File: config.mk
export PLATFORM = sky130hd
export DESIGN_NAME = muldiv_sequencer_flat
export DESIGN_NICKNAME = d
export VERILOG_FILES = /design/src/rtl/muldiv_sequencer_if.sv /design/src/rtl/muldiv_sequencer.sv /design/src/flat_wrapper.sv
export SDC_FILE = /design/constraint.sdc
export NUM_CORES = 1
export LEC_CHECK = 0
export CORE_MARGIN = 2
export CORE_UTILIZATION = 30
export DETAILED_ROUTE_END_ITERATION = 6
export PLACE_DENSITY = 0.55
export SLEW_MARGIN = 5
export SYNTH_ARGS = -nofsm -noshare
export SYNTH_HDL_FRONTEND = slang
export SYNTH_SLANG_ARGS = --single-unit
File: constraint.sdc
create_clock -name clk -period 4.1 [get_ports clk]
set_input_delay 0.82 -clock clk [delete_from_list [all_inputs] [get_ports clk]]
set_output_delay 0.82 -clock clk [all_outputs]
set_load 0.005 [all_outputs]
File: src/rtl/muldiv_sequencer_if.sv
// Handshake and result bundle between the control unit and the multiply/divide sequencer.
// Build option MULDIV_UNSIGNED_EN adds the op_unsigned request bit.
interface muldiv_sequencer_if #(
   parameter int WIDTH = 32
);
   logic             start;
   logic             op_div;
   logic [WIDTH-1:0] op_a;
   logic [WIDTH-1:0] op_b;
`ifdef MULDIV_UNSIGNED_EN
   logic             op_unsigned;
`endif
   logic             busy;
   logic             done;
   logic             hi_w;
   logic             lo_w;
   logic [WIDTH-1:0] hi_out;
   logic [WIDTH-1:0] lo_out;
   logic             div0_exc;

   modport master (
      output start, op_div, op_a, op_b,
`ifdef MULDIV_UNSIGNED_EN
      output op_unsigned,
`endif
      input  busy, done, hi_w, lo_w, hi_out, lo_out, div0_exc
   );

   modport slave (
      input  start, op_div, op_a, op_b,
`ifdef MULDIV_UNSIGNED_EN
      input  op_unsigned,
`endif
      output busy, done, hi_w, lo_w, hi_out, lo_out, div0_exc
   );
endinterface

File: src/rtl/muldiv_sequencer.sv
// Iterative shift-add multiply / restoring divide with HI/LO write strobes and divide-by-zero exception.
// Build option MULDIV_UNSIGNED_EN enables MULTU/DIVU via op_unsigned; otherwise all operations are signed.
//
// state | meaning
// IDLE  | waiting for start, operands latched on accept
// PREP  | take magnitudes, record signs, trap divide by zero
// RUN   | one multiply/divide iteration per cycle, WIDTH cycles
// FIX   | apply result signs, load HI/LO
// DONE  | done/hi_w/lo_w high for one cycle
// EXC   | div0_exc high for one cycle
module muldiv_sequencer #(
   parameter int WIDTH = 32
) (
   input  logic               clk,
   input  logic               reset_n,
   muldiv_sequencer_if.slave  bus
);
   localparam int CW = $clog2(WIDTH);

   typedef enum logic [2:0] {S_IDLE, S_PREP, S_RUN, S_FIX, S_DONE, S_EXC} state_e;

   state_e           state_q, state_d;
   logic [CW-1:0]    cnt_q, cnt_d;
   logic             div_q, div_d, uns_q, uns_d;
   logic             sign_a_q, sign_a_d, sign_b_q, sign_b_d;
   logic [WIDTH-1:0] a_q, a_d, b_q, b_d;
   logic [WIDTH-1:0] work_q, work_d, mag_b_q, mag_b_d;
   logic [WIDTH:0]   acc_q, acc_d;
   logic [WIDTH-1:0] hi_q, hi_d, lo_q, lo_d;
   logic             busy_q, busy_d, done_q, done_d, exc_q, exc_d;

   logic [WIDTH:0]     mul_sum, rem_sh;
   logic [WIDTH+1:0]   rem_diff;
   logic [2*WIDTH-1:0] prod_raw, prod_fix;
   logic [WIDTH-1:0]   quo_fix, rem_fix;
   logic               last_iter, borrow;

`ifdef MULDIV_UNSIGNED_EN
   assign uns_d = (state_q == S_IDLE && bus.start) ? bus.op_unsigned : uns_q;
`else
   assign uns_d = 1'b0;
`endif

   always_comb begin
      // acc holds the running high half (multiply) or partial remainder (divide)
      mul_sum   = acc_q + {1'b0, (work_q[0] ? mag_b_q : {WIDTH{1'b0}})};
      rem_sh    = {acc_q[WIDTH-1:0], work_q[WIDTH-1]};
      rem_diff  = {1'b0, rem_sh} - {2'b00, mag_b_q};
      borrow    = rem_diff[WIDTH+1];
      prod_raw  = {acc_q[WIDTH-1:0], work_q};
      prod_fix  = (sign_a_q ^ sign_b_q) ? -prod_raw : prod_raw;
      quo_fix   = (sign_a_q ^ sign_b_q) ? -work_q : work_q;
      rem_fix   = sign_a_q ? -acc_q[WIDTH-1:0] : acc_q[WIDTH-1:0];
      last_iter = (cnt_q == CW'(WIDTH - 1));

      state_d  = state_q;
      cnt_d    = cnt_q;
      div_d    = div_q;
      sign_a_d = sign_a_q;
      sign_b_d = sign_b_q;
      a_d      = a_q;
      b_d      = b_q;
      work_d   = work_q;
      mag_b_d  = mag_b_q;
      acc_d    = acc_q;
      hi_d     = hi_q;
      lo_d     = lo_q;
      busy_d   = busy_q;
      done_d   = 1'b0;
      exc_d    = 1'b0;

      case (state_q)
         S_IDLE: begin
            busy_d = 1'b0;
            if (bus.start) begin
               div_d   = bus.op_div;
               a_d     = bus.op_a;
               b_d     = bus.op_b;
               busy_d  = 1'b1;
               state_d = S_PREP;
            end
         end
         S_PREP: begin
            // 0x80000000 negates to itself, which is the correct unsigned magnitude 2^31
            sign_a_d = ~uns_q & a_q[WIDTH-1];
            sign_b_d = ~uns_q & b_q[WIDTH-1];
            work_d   = sign_a_d ? -a_q : a_q;
            mag_b_d  = sign_b_d ? -b_q : b_q;
            acc_d    = '0;
            cnt_d    = '0;
            if (div_q && b_q == '0) begin
               exc_d   = 1'b1;
               state_d = S_EXC;
            end else begin
               state_d = S_RUN;
            end
         end
         S_RUN: begin
            cnt_d = last_iter ? '0 : cnt_q + CW'(1);
            if (div_q) begin
               acc_d  = borrow ? rem_sh : rem_diff[WIDTH:0];
               work_d = {work_q[WIDTH-2:0], ~borrow};
            end else begin
               acc_d  = {1'b0, mul_sum[WIDTH:1]};
               work_d = {mul_sum[0], work_q[WIDTH-1:1]};
            end
            if (last_iter) state_d = S_FIX;
         end
         S_FIX: begin
            if (div_q) begin
               lo_d = quo_fix;
               hi_d = rem_fix;
            end else begin
               hi_d = prod_fix[2*WIDTH-1:WIDTH];
               lo_d = prod_fix[WIDTH-1:0];
            end
            done_d  = 1'b1;
            state_d = S_DONE;
         end
         S_DONE: begin
            busy_d  = 1'b0;
            state_d = S_IDLE;
         end
         S_EXC: begin
            busy_d  = 1'b0;
            state_d = S_IDLE;
         end
         default: begin
            busy_d  = 1'b0;
            state_d = S_IDLE;
         end
      endcase
   end

   always_ff @(posedge clk or negedge reset_n) begin
      if (!reset_n) begin
         state_q  <= S_IDLE;
         cnt_q    <= '0;
         div_q    <= 1'b0;
         uns_q    <= 1'b0;
         sign_a_q <= 1'b0;
         sign_b_q <= 1'b0;
         a_q      <= '0;
         b_q      <= '0;
         work_q   <= '0;
         mag_b_q  <= '0;
         acc_q    <= '0;
         hi_q     <= '0;
         lo_q     <= '0;
         busy_q   <= 1'b0;
         done_q   <= 1'b0;
         exc_q    <= 1'b0;
      end else begin
         state_q  <= state_d;
         cnt_q    <= cnt_d;
         div_q    <= div_d;
         uns_q    <= uns_d;
         sign_a_q <= sign_a_d;
         sign_b_q <= sign_b_d;
         a_q      <= a_d;
         b_q      <= b_d;
         work_q   <= work_d;
         mag_b_q  <= mag_b_d;
         acc_q    <= acc_d;
         hi_q     <= hi_d;
         lo_q     <= lo_d;
         busy_q   <= busy_d;
         done_q   <= done_d;
         exc_q    <= exc_d;
      end
   end

   assign bus.busy     = busy_q;
   assign bus.done     = done_q;
   assign bus.hi_w     = done_q;
   assign bus.lo_w     = done_q;
   assign bus.hi_out   = hi_q;
   assign bus.lo_out   = lo_q;
   assign bus.div0_exc = exc_q;
endmodule

File: src/flat_wrapper.sv
// flat-port wrapper written by rule: the top's interface ports become plain ports
module muldiv_sequencer_flat 
#(
   parameter int WIDTH = 32
)
  (clk, reset_n, bus_start, bus_op_div, bus_op_a, bus_op_b, bus_busy, bus_done, bus_hi_w, bus_lo_w, bus_hi_out, bus_lo_out, bus_div0_exc);
  muldiv_sequencer_if #(.WIDTH(WIDTH)) bus_i ();
  input  logic clk;
  input  logic reset_n;
  input wire logic [$bits(bus_i.start)-1:0] bus_start;
  input wire logic [$bits(bus_i.op_div)-1:0] bus_op_div;
  input wire logic [$bits(bus_i.op_a)-1:0] bus_op_a;
  input wire logic [$bits(bus_i.op_b)-1:0] bus_op_b;
  output wire logic [$bits(bus_i.busy)-1:0] bus_busy;
  output wire logic [$bits(bus_i.done)-1:0] bus_done;
  output wire logic [$bits(bus_i.hi_w)-1:0] bus_hi_w;
  output wire logic [$bits(bus_i.lo_w)-1:0] bus_lo_w;
  output wire logic [$bits(bus_i.hi_out)-1:0] bus_hi_out;
  output wire logic [$bits(bus_i.lo_out)-1:0] bus_lo_out;
  output wire logic [$bits(bus_i.div0_exc)-1:0] bus_div0_exc;
  assign bus_i.start = bus_start;
  assign bus_i.op_div = bus_op_div;
  assign bus_i.op_a = bus_op_a;
  assign bus_i.op_b = bus_op_b;
  assign bus_busy = bus_i.busy;
  assign bus_done = bus_i.done;
  assign bus_hi_w = bus_i.hi_w;
  assign bus_lo_w = bus_i.lo_w;
  assign bus_hi_out = bus_i.hi_out;
  assign bus_lo_out = bus_i.lo_out;
  assign bus_div0_exc = bus_i.div0_exc;
  muldiv_sequencer #(.WIDTH(WIDTH)) u_core (.clk(clk), .reset_n(reset_n), .bus(bus_i));
endmodule
==> After elaboration in Yosys (flattened, before gate mapping) <==
Index checks and enable logic that the tools add are counted.
{ "word_totals": {"input_bits": 68, "ff_bits": 239, "wordCells": 62, "out_inout_bits": 69} }
{ "classes": {"bitwise": 2, "n_addsub": 8, "eq_ne": 6, "muxes": 24, "n_reduce_logical": 7} }
{ "ops": {"columns": ["op", "n"], "rows": [
  ["2-to-1 mux 32 bit", 8],
  ["negator 32 bit", 4],
  ["2-to-1 mux 33 bit", 2],
  ["case mux 33 bit (2 select lines)", 1],
  ["2-to-1 mux 64 bit", 1],
  ["negator 64 bit", 1],
  ["case mux 32 bit (2 select lines)", 1],
  ["subtractor 33 x 32 -> 34 bit", 1],
  ["adder 33 x 32 -> 33 bit", 1],
  ["zero test 32 bit", 1],
  ["case mux 3 bit (4 select lines)", 1],
  ["case mux 5 bit (2 select lines)", 1],
  ["2-to-1 mux 3 bit", 3],
  ["equality test 3 x 2 -> 1 bit, second input constant", 2],
  ["adder 5 x 1 -> 5 bit, second input constant", 1],
  ["equality test 5 bit, second input constant", 1],
  ["2-to-1 mux 5 bit", 1],
  ["2-to-1 mux 1 bit", 4],
  ["AND reduction 2 bit", 2],
  ["equality test 3 x 1 -> 1 bit, second input constant", 1],
  ["zero test 3 bit", 1],
  ["OR reduction 3 bit", 1],
  ["!= test 2 x 1 -> 1 bit, second input constant", 1],
  ["!= test 2 bit, second input constant", 1],
  ["5 further kinds", 5]
]} }

==> Logic depth before layout (Yosys ltp) <==
{ "depth": {"ltp_word": 4, "mapped_depth": 14} }

==> Worst setup path after synthesis <==
Ideal clock, no wire load.
{ "synth_timing": {"path_kind": "flip-flop to flip-flop", "start": "reg u_core.work_q[0]", "end": "reg u_core.hi_q[14], in the netlist u_core.bus.hi_out[14]", "path_stages_with_launch": 13, "n_path_buf": 1, "period_less_slack_ns": 3.039, "arrival_ns": 2.909, "slack_ns": 1.061, "cell_sequence": "dfrtp_1 clkinv_1 clkbuf_1 ha_1 or3b_1 or4_1 nand4b_1 nor4_4 nand3_1 a22o_1 nand2b_1 xor2_1 o21ai_1"} }
{ "synth_between": {"elab_chain_len": 3} }
{ "synth_rtl": {"columns": ["item", "line_no", "text"], "rows": [
  ["from (decl)", "muldiv_sequencer.sv:27", "logic [WIDTH-1:0] work_q, work_d, mag_b_q, mag_b_d;"],
  ["from (signal assigned)", "muldiv_sequencer.sv:162", "work_q <= work_d;"],
  ["negator 64 bit", "muldiv_sequencer.sv:51", "prod_fix = (sign_a_q ^ sign_b_q) ? -prod_raw : prod_raw;"],
  ["2-to-1 mux 64 bit", "muldiv_sequencer.sv:51", null],
  ["2-to-1 mux 32 bit", "muldiv_sequencer.sv:110", "if (div_q) begin"],
  ["to (signal assigned)", "muldiv_sequencer.sv:165", "hi_q <= hi_d;"],
  ["to (decl)", "muldiv_sequencer.sv:29", "logic [WIDTH-1:0] hi_q, hi_d, lo_q, lo_d;"]
]} }
Every way passes these cells.
A chain may end at the register's enable or synchronous reset.

==> Final worst setup path <==
{ "layout_timing": {"start": "reg u_core.work_q[31]", "end": "reg u_core.acc_q[30]"} }
{ "layout_between": {"elab_chain_len": 4} }
{ "layout_rtl": {"columns": ["item", "line_no", "text"], "rows": [
  ["subtractor 33 x 32 -> 34 bit", "muldiv_sequencer.sv:48", "rem_diff = {1'b0, rem_sh} - {2'b00, mag_b_q};"],
  ["2-to-1 mux 33 bit", "muldiv_sequencer.sv:101", "acc_d = borrow ? rem_sh : rem_diff[WIDTH:0];"],
  ["2-to-1 mux 33 bit", "muldiv_sequencer.sv:100", "if (div_q) begin"],
  ["case mux 33 bit (2 select lines)", "muldiv_sequencer.sv:72", "case (state_q)"],
  ["to (signal assigned)", "muldiv_sequencer.sv:147", "acc_q <= '0;"],
  ["to (signal assigned)", "muldiv_sequencer.sv:164", "acc_q <= acc_d;"],
  ["to (decl)", "muldiv_sequencer.sv:28", "logic [WIDTH:0] acc_q, acc_d;"]
]} }
Every way passes these cells.

==> out/summary.txt <==
Tightest Pin Transition = 1.099 ns
Worst-Skew Late Latency = 0.59 ns
Cell taking the most area after synthesis = dfrtp_1
Syn Nets = 2,054
FF-to-FF path depth = 13
Pin count of the biggest net entering global routing = 88
CP Max Fanout = 6
DRT Pass-1 Iters = 5
Max-Cap Viols = 0
Hold WC Path Type = input port to asynchronous set/reset pin
Initial Util = 30.30%
Worst path max stage delay = 0.66 ns
Synth Area in Simple Gates = 16.08%
ANT cells = 0
# port buffers = 136
Synth unique cells = 90
GRT Overall Usage = 18.68%
H-Tree Depth = 1
Mux cell area share after synthesis = 7.165%
Worst setup SP type = register
# resized after CTS = 0
Antenna Violating Nets Remaining = 0
Drc violations = 0
WP buf/inv = 2
Top cell type's share of synthesized area = 35.82%
P_leak = 8.534 nW
Hold-fix buffers, CTS = 0
Asr flop ratio synth = 100.0%
Post-synthesis sequential area ratio = 35.82%
Number of global-route vias before repair = 14.55k
Initial DRC count = 1,103
Initial antenna violation count = 0
Hold Vio Cnt, Final = 0
Combinational family with the most area after synthesis = compound AO/OA/AOI/OAI gates
Period utilization = 97.02%
TritonCTS buffer count = 30
Clk sinks = 239
Tmin final = 3.978 ns
Syn Area/Cell = 8.722 µm²
CP Data Required Time = 4.60 ns
Die X-Extent = 239.9 µm
CTS tree = done
Worst Path Arrival = 4.48 ns
Post-synth EDFFs = 0
Xor/xnor share of the synthesized area = 9.128%
Setup violators final = 0
Rel. slew slack = 26.54%
Core area = 0.05509 mm²
Final Instance Area = 0.02010 mm²
Routed len/inst = 19.39 µm
Synth Warn # = 0
Synthesized cell area = 0.01669 mm²
Status = finished, final reports clean
Post-DP HPWL = 40.75 mm
Post-route setup TNS = 0 ns
Flip-flop and latch count after synthesis = 239
Adder-cell area share of the yosys netlist = 5.486%
Clk buf depth = 3
Reg2reg setup slack = 0.12 ns
Critical-path cell list = inv_1 -> ha_1 -> inv_1 -> fa_1 -> a21oi_1 -> o22ai_1 -> o31ai_4 -> o21ai_1 -> a2111oi_2 -> o31ai_1 -> a311oi_1 -> o21ai_0 -> a22oi_1
Reg-to-Reg End = u_core.acc_q[30]
Final Slew Violations = 0
Clock network fraction of design power = 15.3%
Predominant post-synthesis flop cell = dfrtp_1
Crit end category = register
Seq pwr share = 25.1%
RSZ-0062 raised after global routing = false
Num ports = 137
Crit. Startpoint = u_core.work_q[31]
Routed wire length = 54.00 mm
Fmax = 251.4 MHz
Cell family with the largest share of critical-path delay = compound AO/OA/AOI/OAI gates
Die H = 239.9 µm
Via density = 5.281
Core Rows = 86
Slowest cell on the critical path = a2111oi_2
Finished Core Util = 36.49%
GPL Wtd Cong = 0.9261
Power Density = 964.8 mW/mm²
Final net count = 2,155
Sw frac = 47.67%
Via count = 14.71k
Comb pwr share = 59.6%
Layout cell share with drive strength beyond 1 = 10.16%
Layout Area Growth over Synthesis = 20.42%
Kind of critical path = register to register
R2R Path Start = u_core.work_q[31]
Fillers = 5,704
Peak supply drop = 0.4078 mV
Grt total ovfl = 0
Syn Inst Count = 1,914
Post-CTS Setup Bufs = 0
Synth area leaders = dfrtp_1, o21ai_0, nand2_1
CTS root buffer = clkbuf_16
Cell mode on critical path = inv_1
Switching power = 0.009245 W
Layout Skew = 0.01283 ns
Clk slew on worst S/H paths = 0.06 ns
Dpl cell area = 0.01900 mm²
DIE AREA = 0.05755 mm²
Compound-Gate Fraction of Synth Area = 21.97%
Total Power = 0.01939 W
Cell Int Power = 0.01015 W
First-pass GRT wire length = 84.73 mm
## worst reg2reg max path, stage by stage (launching register included)
cell and delay (ns):
dfrtp_1 0.48, inv_1 0.18, ha_1 0.20, inv_1 0.06
fa_1 0.40, a21oi_1 0.25, o22ai_1 0.21, o31ai_4 0.31
o21ai_1 0.21, a2111oi_2 0.66, o31ai_1 0.21, a311oi_1 0.28
o21ai_0 0.22, a22oi_1 0.23
## stage by stage
stage / hold slack [ns] / instances / setup slack (ns)
global placement: 0.4528 / 2731 / 0.04281
floorplan: 0.4394 / 1914 / 1.061
CTS: 0.2700 / 2785 / 0.02170
detailed placement: 0.4707 / 2731 / 0.04771
finish: 0.2475 / 2785 / 0.1221
global route: 0.3020 / 2785 / 0.01435
## routing by layer
layer	track usage, %	wire length, µm
met5	0	0
met4	4.687	1272
met3	2.652	3498
met2	29.86	24220
met1	26.47	25010
## cell type report
| cell class | count | area [µm²] | area share (%) |
|---|---|---|---|
| Inverter | 64 | 240.2 | 1.195 |
| Multi-Input combinational cell | 1490 | 10020 | 49.87 |
| Clock buffer | 38 | 820.8 | 4.083 |
| Tap cell | 748 | 935.9 | 4.656 |
| Timing Repair Buffer | 190 | 1822 | 9.062 |
| Clock inverter | 16 | 277.8 | 1.382 |
| Sequential cell | 239 | 5982 | 29.76 |
## Yosys cell counts (6+ instances only)
library cell,number
a221oi_1,6
o31ai_1,30
xnor2_1,77
and2_1,8
a22oi_1,16
mux2i_1,52
nor2_1,117
o21ai_0,191
clkbuf_1,107
inv_1,62
o21bai_1,12
o211ai_1,36
nor3_1,43
nand2b_1,12
nor2b_1,11
ha_1,70
nand4_1,14
dfrtp_1,239
a211oi_1,18
and3_1,9
nand3b_1,9
nand3_1,25
a21o_1,36
buf_1,7
or4_1,10
o21ai_1,36
xor2_1,97
nand2_1,239
a31oi_1,16
mux2_2,60
a21oi_1,100
o21a_1,9
or3_1,15
nor4_1,14
o41ai_1,16
## cells in the final DEF (no fill, tap or decap), drive strengths merged, types with 43 or more instances in the layout
cell type / Yosys / final
mux2: 60 / 60
buf: 13 / 55
xnor2: 77 / 77
xor2: 97 / 97
ha: 70 / 70
mux2i: 52 / 52
nor3: 43 / 43
clkdlybuf4s50: 0 / 135
o21ai: 227 / 227
nor2: 119 / 119
nand2: 239 / 239
dfrtp: 239 / 239
inv: 63 / 63
a21oi: 102 / 102
## worst max path at each step
stage | end | slack, ns | cells past startpoint
after floorplan | u_core.bus.hi_out[14] | 1.06 | 12
after global placement | u_core.acc_q[30] | 0.04 | 13
after detailed placement | u_core.acc_q[30] | 0.05 | 13
after CTS | u_core.acc_q[30] | 0.02 | 13
after global routing | u_core.acc_q[30] | 0.01 | 13
final | u_core.acc_q[30] | 0.12 | 13
## power by group through the flow
stage | combinational, W | sequential [W] | clock (W)
after global placement | 0.0114 | 0.00485 | 0
after global routing | 0.0128 | 0.00504 | 0.00313
after detailed placement | 0.0115 | 0.00489 | 0
after floorplan | 0.00816 | 0.00435 | 0
final | 0.0116 | 0.00486 | 0.00297
after CTS | 0.0115 | 0.00485 | 0.00303
## kinds of logic (layout without fill, tap and decap cells)
group,Yosys count,count (layout)
mux,112,112
xor+xnor,174,174
buf+inv,185,308
fa+ha+maj,72,72
compound gates,577,577
simple gates,555,555
flops,239,239
## sequential cells by signal (all words and copies together) (netlist names), 5 cells and up
name,cells
u_core.b_q,32
u_core.mag_b_q,32
u_core.cnt_q,5
u_core.bus.lo_out,32
u_core.a_q,32
u_core.acc_q,33
u_core.bus.hi_out,32
u_core.work_q,32
No activity file was read; power rests on OpenSTA's default activity.
